File: src/rtl/inc_pkg.sv
// Shared definitions for the increment-strobe transmitter and its receiver.
package inc_pkg;

    // Transmitter sequencing states.
    typedef enum logic [1:0] {
        StIdle,
        StPulse,
        StGap,
        StDone
    } inc_state_e;

    // Smallest legal number of low cycles between strobes.
    localparam int unsigned GAP_MIN   = 1;
    // Default widths, kept in step with the receiver.
    localparam int unsigned CNT_W_DEF = 4;
    localparam int unsigned OUT_W_DEF = 2;

endpackage

File: src/rtl/inc_gap_timer.sv
// Loadable down-counter timing the low phase between strobes.
module inc_gap_timer #(
    parameter int unsigned W = 4
) (
    input  logic         clk,
    input  logic         rst,
    input  logic         load,
    input  logic [W-1:0] load_val,
    input  logic         dec,
    output logic [W-1:0] count,
    output logic         expired
);

    logic [W-1:0] count_q, count_d;

    // Next count: load wins over decrement; decrement saturates at zero.
    always_comb begin
        count_d = count_q;
        if (load) begin
            count_d = load_val;
        end else if (dec && (count_q != '0)) begin
            count_d = count_q - W'(1);
        end
    end

    // Count register.
    always_ff @(posedge clk) begin
        if (rst) begin
            count_q <= '0;
        end else begin
            count_q <= count_d;
        end
    end

    assign count   = count_q;
    // Flags the final cycle of the gap, so the caller can leave at that edge.
    assign expired = (count_q == W'(1));

endmodule

File: src/rtl/inc_strobe_tx.sv
// Transmit side of the increment-strobe interface: turns a request for N
// increments into N single-cycle strobes separated by GAP low cycles, and
// keeps a wrapping mirror of the receiver's count.
module inc_strobe_tx
    import inc_pkg::*;
#(
    parameter int unsigned CNT_W = CNT_W_DEF,
    parameter int unsigned GAP   = 1,
    parameter int unsigned OUT_W = OUT_W_DEF
) (
    input  logic             clk,
    input  logic             rst,
    input  logic             req_valid,
    input  logic [CNT_W-1:0] req_count,
    output logic             req_ready,
    output logic             inc_strobe,
    output logic             busy,
    output logic             done,
    output logic [OUT_W-1:0] sent_count
);

    localparam int unsigned GapW = 4;

    if ((GAP < GAP_MIN) || (GAP > 15)) begin : g_bad_gap
        $error("inc_strobe_tx: GAP must be in 1..15");
    end

    inc_state_e       state_q, state_d;
    logic [CNT_W-1:0] rem_q, rem_d;
    logic             strobe_q, busy_q, done_q;
    logic [OUT_W-1:0] sent_q;

    logic             tmr_load, tmr_dec, tmr_expired;
    logic [GapW-1:0]  tmr_count;

    inc_gap_timer #(
        .W (GapW)
    ) u_gap_timer (
        .clk      (clk),
        .rst      (rst),
        .load     (tmr_load),
        .load_val (GapW'(GAP)),
        .dec      (tmr_dec),
        .count    (tmr_count),
        .expired  (tmr_expired)
    );

    // Next-state, remaining-count and gap-timer control.
    always_comb begin
        state_d  = state_q;
        rem_d    = rem_q;
        tmr_load = 1'b0;
        tmr_dec  = 1'b0;
        unique case (state_q)
            StIdle: begin
                if (req_valid) begin
                    if (req_count != '0) begin
                        rem_d   = req_count;
                        state_d = StPulse;
                    end else begin
                        state_d = StDone;
                    end
                end
            end
            StPulse: begin
                // PULSE is only entered with rem_q > 0, so this cannot wrap.
                rem_d    = rem_q - CNT_W'(1);
                tmr_load = 1'b1;
                state_d  = StGap;
            end
            StGap: begin
                tmr_dec = 1'b1;
                if (tmr_expired) begin
                    state_d = (rem_q != '0) ? StPulse : StDone;
                end
            end
            StDone: begin
                state_d = StIdle;
            end
            default: begin
                state_d = StIdle;
            end
        endcase
    end

    // State and registered outputs; outputs are decoded from the next state so
    // they line up with the state they describe.
    always_ff @(posedge clk) begin
        if (rst) begin
            state_q  <= StIdle;
            rem_q    <= '0;
            strobe_q <= 1'b0;
            busy_q   <= 1'b0;
            done_q   <= 1'b0;
            sent_q   <= '0;
        end else begin
            state_q  <= state_d;
            rem_q    <= rem_d;
            strobe_q <= (state_d == StPulse);
            busy_q   <= (state_d == StPulse) || (state_d == StGap);
            done_q   <= (state_d == StDone);
            if (state_q == StPulse) begin
                sent_q <= sent_q + OUT_W'(1);
            end
        end
    end

    assign req_ready  = (state_q == StIdle);
    assign inc_strobe = strobe_q;
    assign busy       = busy_q;
    assign done       = done_q;
    assign sent_count = sent_q;

endmodule

File: config.mk
export PLATFORM = sky130hd
export DESIGN_NAME = inc_strobe_tx
export DESIGN_NICKNAME = d
export VERILOG_FILES = /design/src/rtl/inc_pkg.sv /design/src/rtl/inc_gap_timer.sv /design/src/rtl/inc_strobe_tx.sv
export SDC_FILE = /design/constraint.sdc
export NUM_CORES = 1
export LEC_CHECK = 0
export BUFFER_PORTS_ARGS = -buffer_cell sky130_fd_sc_hd__clkbuf_2
export CORE_UTILIZATION = 54
export DETAILED_ROUTE_END_ITERATION = 12
export PLACE_DENSITY = 0.76
export SLEW_MARGIN = 15
export SYNTH_ARGS = -nofsm -noshare
export SYNTH_HDL_FRONTEND = slang
export SYNTH_HIERARCHICAL = 1
export SYNTH_SLANG_ARGS = --single-unit
File: constraint.sdc
create_clock -name clk -period 2.3 [get_ports clk]
set_input_delay 0.23 -clock clk [delete_from_list [all_inputs] [get_ports clk]]
set_output_delay 0.23 -clock clk [all_outputs]
set_load 0.005 [all_outputs]
Word-level counts from Yosys, hierarchy flattened
Index checks and enable logic that the tools add are counted.
Word-level totals
  register bits after elaboration: 15
  logic and storage cells: 42
  output and inout port bits: 6
  bits of input ports: 7
Operators by class
  reductions and logical operators: 10
  mux-type cells: 12
  equality and inequality tests: 9
  $add $sub $neg: 3
Operator list (count)
  nonzero test 4 bit: 3
  == test 2 bit, second input constant: 4
  2-to-1 mux 2 bit: 4
  2-to-1 mux 4 bit: 2
  one-hot mux 2 bit (4 select lines): 1
  one-hot mux 4 bit (2 select lines): 1
  subtractor 4 x 1 -> 4 bit, second input constant: 2
  == test 2 x 1 -> 1 bit, second input constant: 2
  == test 4 x 1 -> 1 bit, second input constant: 1
  2-to-1 mux 1 bit: 4
  nonzero test 2 bit: 2
  AND reduction 3 bit: 1
  adder 2 x 1 -> 2 bit, second input constant: 1
  logical NOT 2 bit: 1
  != test 2 x 1 -> 1 bit, second input constant: 1
  != test 2 bit, second input constant: 1
  OR reduction 2 bit: 1
  logical AND 1 bit: 1
  logical OR 1 bit: 1

Longest topological paths before layout
Gate-level depths: netlist of run 1.
  word-level depth: 6
  depth in mapped cells: 8
  depth with buffers taken out: 8

By module
The synthesis of run 1 kept the hierarchy.
Modules (own cells, without submodules)
  inc_strobe_tx: cells an instance 66, sequential area each 220.2 µm², area an instance 586.8 µm², instances 1
  inc_gap_timer: cells an instance 33, sequential area each 80.1 µm², area an instance 286.5 µm², instances 1

Worst setup path after synthesis of run 1
Ideal clock, no wire load.
  path type: register to register
  from: reg state_q[0]
  to: reg u_gap_timer.count_q[0] (netlist: u_gap_timer/count[0])
  cell stages (with the launch flop): 8
  library setup time: 127 ps
  data required time: 2173 ps
  path slack: 547 ps
  period minus slack after synthesis: 1753 ps
  path buffers: 3
  arrival: 1626 ps
  path through: dfxtp_1 buf_2 nor2b_1 buf_2 clkbuf_1 nor3_1 and3_1 or3_1
Between the ends
  elaborated cells between the ends (all ways): 7
  those cells by class: eq/ne (2); mux (3); reduce/logical (2)
RTL lines
  start, declared: line inc_strobe_tx.sv:28  | inc_state_e state_q, state_d;
  start signal, assigned: line inc_strobe_tx.sv:90  | state_q <= StIdle;
  start signal, assigned: line inc_strobe_tx.sv:97  | state_q <= state_d;
  == test 2 x 1 -> 1 bit *: line inc_strobe_tx.sv:54  | unique case (state_q)
  2-to-1 mux 1 bit *: line inc_strobe_tx.sv:54
  named net tmr_load: line inc_strobe_tx.sv:33  | logic tmr_load, tmr_dec, tmr_expired;
  2-to-1 mux 1 bit / nonzero test 2 bit (equally long branches)
  end signal, assigned: line inc_gap_timer.sv:31  | count_q <= count_d;
  end, declared: line inc_gap_timer.sv:14  | logic [W-1:0] count_q, count_d;
Mark *: on every way through the listed nets, which the timed path passes. The rest lies on a longest branch.
A chain may end at the register's enable or synchronous reset.

Worst setup path in the final report of run 1
  from: reg u_gap_timer.count_q[1] (netlist: u_gap_timer/count[1])
  to: reg busy_q (netlist: busy)
Between the ends
  longest elaborated chain between the ends: 5
  elaborated cells between the ends (all ways): 6
  those cells by class: eq/ne (3); mux (2); reduce/logical (1)
Ends and longest elaborated chain
  == test 4 x 1 -> 1 bit *: line inc_gap_timer.sv:37  | assign expired = (count_q == W'(1));
  named net tmr_expired: line inc_strobe_tx.sv:33
  2-to-1 mux 2 bit *: line inc_strobe_tx.sv:73  | if (tmr_expired) begin
  one-hot mux 2 bit (4 select lines) *: line inc_strobe_tx.sv:54
  == test 2 x 1 -> 1 bit / == test 2 bit (equally long branches): line inc_strobe_tx.sv:100  | busy_q <= (state_d == StPulse) || (state_d == StGap);
  logical OR 1 bit *: line inc_strobe_tx.sv:100
  end signal, assigned: line inc_strobe_tx.sv:100
  end, declared: line inc_strobe_tx.sv:30  | logic strobe_q, busy_q, done_q;
Marks and branches as above.

==> impl_metrics.yaml, run 1 <==
power:
  power.leakage_nw: 0.409
  ir_drop_mv: 0.344
  powerDensity_nw_per_um2: 658
  power.total_w: 0.000644
layout:
  register_area_um2: 300
  layout.nets: 128
  diodes: 0
  layout_commonest_cell: "dfxtp_1"
  syn2layout_area_growth_pct: 12.0
  final_cell_mix: "dfxtp_1, clkbuf_2, nor2_1"
  drive_above_1_share_pct: 20.2
  fin_util_pct: 65.0
  fillCellCount: 140
  multiInputGateArea_um2: 537
floorplan:
  core_um2: 1510
  chipHeight_um: 42.2
  dieArea_um2: 1780
  ios: 13
  num_rows: 14
  die_w_um: 42.2
  initial_core_util_pct: 58.0
clocking:
  postCtsHoldBufs: 0
  root_buffer: "clkbuf_4"
  cts_tree: "done"
  cts_setup_buffers: 0
  clk_latency_ns: 0.29
  clkSlewWorstSetupHoldPaths_ns: 0.09
  numCtsBuffers: 3
  htree_levels: 1
  clock-sinks: 15
  clockBufferDepth: 2
  ctsResizeCount: 0
routing:
  drtIter0Drc: 18
  num_vias: 755
  drt_wl_total_mm: 1.73
  drc: 0
  vias_per_cell: 5.81
  avgRoutedWirePerCell_um: 13.3
  dr.pass1.iters: 4
  postRouteAntennaNets: 0
place:
  hpwl_mm: 1.29
  portBuffers: 12
  place.gp.congestion: 0.801
sta:
  fmax_mhz: 552
  finalSetupViolations: 0
  finalMaxSlewViolations: 0
  finalCritPeriodShare_pct: 78.8
  finalClockSkew_ns: 0.00154
  hold_viol: 0
  worstMarginPinSlew_ns: 0.523
  max_slew_margin_pct: 65.0
  grt_setup_unrepaired: "false"
  final.min_clock_period_ns: 1.81
  fin_setup_tns_ns: 0
grt:
  grt_pass1_vias: 735
  grt_pass1_wl_mm: 3.17
  grt_usage_pct: 23.3
  antenna_found_initial: 0
  grt_max_degree: 21
  grt-ovfl-total: 0
setup_path:
  cpLargestDelayFamily: "adder cells"
  end_kind: "register"
  critPathKind: "register to register"
  ff2ff_setup_slack_ns: 0.49
  start_kind: "register"
  cp_cell_sequence: "inv_1, ha_1, nor3b_1, a21oi_1, o2bb2ai_1, inv_1, ha_1, nor2b_1"
  path_max_fanout: 3
  cp_slowest_stage_delay_ns: 0.32
  arrival_ns: 1.98
  required_ns: 2.47
  critPathSlowestCell: "dfxtp_1"
  cp_num_buf_inv: 2
worst_hold_path:
  worstHoldPathType: "input pin to register"
logic_synthesis:
  syn_avg_cell_area_um2: 8.82
  syn_inst: 99
  synth-seq-cells: 15
  synth_seq_area_share_pct: 34.4
  synth_warnings: 6
  synth_cell_types: 35
  syn_area_um2: 873
run:
  cap_violations: 0
status:
  status: "finished clean"
[registers in the layout, indices dropped and copies added, names as in the netlist]
register	flops
rem_q	4
u_gap_timer/count	4
sent_count	2
state_q	2
busy	1
done	1
inc_strobe	1
[synth_stat cells]
| master | instances | area share (%) |
|---|---|---|
| mux2_1 | 1 | 1.3 |
| xnor2_1 | 2 | 2.0 |
| ha_1 | 6 | 8.6 |
| inv_1 | 7 | 3.0 |
| nand3b_1 | 1 | 0.86 |
| nor2b_1 | 7 | 5.0 |
| a21oi_1 | 6 | 3.4 |
| or3_1 | 1 | 0.72 |
| and4_1 | 1 | 1.0 |
| or3b_4 | 1 | 1.3 |
| nor3b_1 | 1 | 0.86 |
| a311oi_1 | 2 | 2.0 |
| a2111oi_0 | 1 | 1.0 |
| nor2_1 | 9 | 3.9 |
| and3_1 | 1 | 0.72 |
| nor4_4 | 1 | 2.4 |
| o2bb2ai_1 | 1 | 1.0 |
| o31ai_1 | 1 | 0.86 |
| nand2_1 | 7 | 3.0 |
| a211o_1 | 1 | 1.0 |
| and4b_1 | 1 | 1.1 |
| buf_2 | 2 | 1.1 |
| nor4_1 | 1 | 0.72 |
| dfxtp_1 | 15 | 34 |
| a311o_1 | 1 | 1.1 |
| conb_1 | 2 | 0.86 |
| or3b_1 | 1 | 1.0 |
| clkbuf_1 | 2 | 0.86 |
| nand2b_2 | 1 | 1.0 |
| a2111oi_2 | 3 | 5.2 |
| o211ai_1 | 1 | 0.86 |
| xor2_1 | 2 | 2.0 |
| a211oi_1 | 1 | 0.86 |
| nor3_1 | 7 | 4.0 |
| o21a_1 | 1 | 0.86 |
[metrics by stage]
stage | worst slack, ns | instance area (µm²) | hold slack [ns] | instances
after floorplan | 0.547 | 881 | 0.299 | 101
after global placement | 0.503 | 951 | 0.499 | 126
after detailed placement | 0.528 | 951 | 0.508 | 126
after CTS | 0.490 | 978 | 0.336 | 130
after global routing | 0.313 | 978 | 0.373 | 130
final | 0.487 | 978 | 0.338 | 130
[power by group]
group          internal, W  switching [W]
logic            0.0000828      0.0000967
registers         0.000287      0.0000258
clock network    0.0000647      0.0000870
total             0.000434       0.000210
[worst reg2reg max path, stage by stage, from the launching register on]
cell and delay [ns]:
dfxtp_1 0.32, inv_1 0.10, ha_1 0.16, nor3b_1 0.29
a21oi_1 0.12, o2bb2ai_1 0.25, inv_1 0.08, ha_1 0.27
nor2b_1 0.12
[final cells by class]
| type | instances | area share, % |
|---|---|---|
| clock inverters | 1 | 0.512 |
| clock buffers | 3 | 2.30 |
| multi-input cells | 75 | 54.9 |
| inverters | 7 | 2.69 |
| repair buffers | 13 | 6.91 |
| flip-flops and latches | 15 | 30.7 |
| well taps | 16 | 2.05 |
[final timing paths]
check | depth (start not counted) | endpoint | startpoint
min reg2reg | 2 | sent_count[1] | sent_count[1]
max reg2reg | 8 | busy | u_gap_timer/count[1]
max | 8 | busy | u_gap_timer/count[1]
min | 3 | rem_q[0] | req_count[0]
[cells by family (layout without fill, tap and decap cells)]
family | count (synthesis) | in the layout | share of synthesized area [%]
DFF | 15 | 15 | 34.4
adders and majority gates | 6 | 6 | 8.60
other | 2 | 4 | 0.860
AOI/OAI and AO/OA | 19 | 19 | 18.2
buffers and inverters | 11 | 24 | 5.02
and+or+nand+nor | 41 | 41 | 27.7
muxes | 1 | 1 | 1.29
xor gates and xnor gates | 4 | 4 | 4.01
[routing by layer]
layer,routed length [µm],global-route usage (%),up-vias
met3,62,5.17,4
li1,-,-,377
met2,809,35.7,20
met4,31,11.3,0
met1,826,31.1,354
met5,0,0,-
(Power assumes the default switching activity.)
==> run 2, diff against run 1 <==
==> constraint.sdc (replaced) <==
create_clock -name clk -period 1.7 [get_ports clk]
set_input_delay 0.17 -clock clk [delete_from_list [all_inputs] [get_ports clk]]
set_output_delay 0.17 -clock clk [all_outputs]
set_load 0.005 [all_outputs]
==> impl_metrics.yaml, run 2 (synthesis results as in run 1) <==
status:
  status: "finished clean"
routing:
  drtIter0Drc: 15
  postRouteAntennaNets: 0
  num_vias: 753
  drt_wl_total_mm: 1.73
  avgRoutedWirePerCell_um: 12.8
  dr.pass1.iters: 4
  vias_per_cell: 5.58
  drc: 0
power:
  power.leakage_nw: 0.444
  ir_drop_mv: 0.474
  powerDensity_nw_per_um2: 854
clocking:
  clockBufferDepth: 2
  postCtsHoldBufs: 0
  numCtsBuffers: 3
  clock-sinks: 15
  cts_tree: "done"
  htree_levels: 1
  clk_latency_ns: 0.28
  root_buffer: "clkbuf_4"
  cts_setup_buffers: 0
  clkSlewWorstSetupHoldPaths_ns: 0.09
floorplan:
  ios: 13
  core_um2: 1510
  chipHeight_um: 42.2
  num_rows: 14
  initial_core_util_pct: 58.0
  dieArea_um2: 1780
  die_w_um: 42.2
layout:
  diodes: 0
  layout_commonest_cell: "dfxtp_1"
  syn2layout_area_growth_pct: 22.2
  drive_above_1_share_pct: 30.3
  final_cell_mix: "dfxtp_1, clkbuf_2, nor2_1"
  layout.nets: 133
  finalNonFillerCells: 135
sta:
  hold_viol: 0
  fin_setup_tns_ns: 0
  final.min_clock_period_ns: 1.66
  grt_setup_unrepaired: "true"
  fmax_mhz: 601
  finalCritPeriodShare_pct: 97.8
  finalMaxSlewViolations: 0
  finalClockSkew_ns: 0.00501
  finalSetupViolations: 0
setup_path:
  r2r_start: "rem_q[1]"
  start_kind: "register"
  end_kind: "register"
  required_ns: 1.88
  critPathKind: "register to register"
  crit_start: "rem_q[1]"
  path_max_fanout: 3
  arrival_ns: 1.85
grt:
  grt_pass1_vias: 682
  antenna_found_initial: 0
  grt_usage_pct: 20.0
  grt_pass1_wl_mm: 2.75
  grt_max_degree: 12
  grt-ovfl-total: 0
place:
  portBuffers: 12
  dp_cells: 131
  hpwl_mm: 1.28
  place.gp.congestion: 0.885
worst_hold_path:
  worstHoldPathType: "input pin to register"
  min_from: "rst"
run:
  cap_violations: 0
run 2: cell count changes in the layout (fill, tap and decap cells not counted), moves of 2 or more:
cell,change
buf_4,+5
dfxtp_1,-2
a21oi_1,-2
dfxtp_2,+2
run 2: worst paths after layout:
| check | to | slack, ns | cells past startpoint |
|---|---|---|---|
| max | busy | 0.04 | 8 |
| min | rem_q[1] | 0.21 | 2 |
| max reg2reg | busy | 0.04 | 8 |
| min reg2reg | sent_count[1] | 0.53 | 2 |
run 2: where the power goes:
part / internal [W] / switching (W)
registers: 0.000389 / 0.0000384
logic: 0.000141 / 0.000143
clock network: 0.0000872 / 0.000114
total: 0.000617 / 0.000295
run 2: area by class of cell:
type | instances | area [µm²]
Clock buffer | 3 | 22.5
Clock inverter | 1 | 5.00
Fill cell | 115 | 439
Inverter | 7 | 26.3
Multi-Input combinational cell | 75 | 586
Sequential cell | 15 | 303
Tap cell | 16 | 20.0
Timing Repair Buffer | 18 | 105
run 2: critical path: stages, from the launching register on:
cell       delay [ns]
dfxtp_2          0.34
inv_1            0.07
ha_1             0.14
or3b_4           0.39
a21oi_4          0.16
o2bb2ai_4        0.08
inv_1            0.06
ha_1             0.21
nor2b_1          0.12
run 2: per-stage QoR:
stage / hold slack [ns] / setup slack, ns / util, % / power (W) / instance area, µm²
global route: 0.218 / -0.0498 / 70.8 / 0.000970 / 1070
finish: 0.212 / 0.0367 / 70.8 / 0.000912 / 1070
CTS: 0.200 / 0.00991 / 68.2 / 0.000894 / 1030
floorplan: 0.239 / 0.0610 / - / 0.000601 / 882
detailed placement: 0.505 / -0.0255 / 65.6 / 0.000682 / 988
global placement: 0.497 / 0.0735 / 65.6 / 0.000672 / 988
run 2: routing by layer:
metal	GRT usage, %	routed length (µm)
met1	23.6	757
met2	36.0	918
met3	4.31	51
met4	5.63	0
met5	0	0
run 2: repair_timing:
item | 4_1_cts | 5_1_grt
pin swaps | 0 | 1
gates resized for setup | 3 | 9
endpoints found under the setup margin | 1 | 3
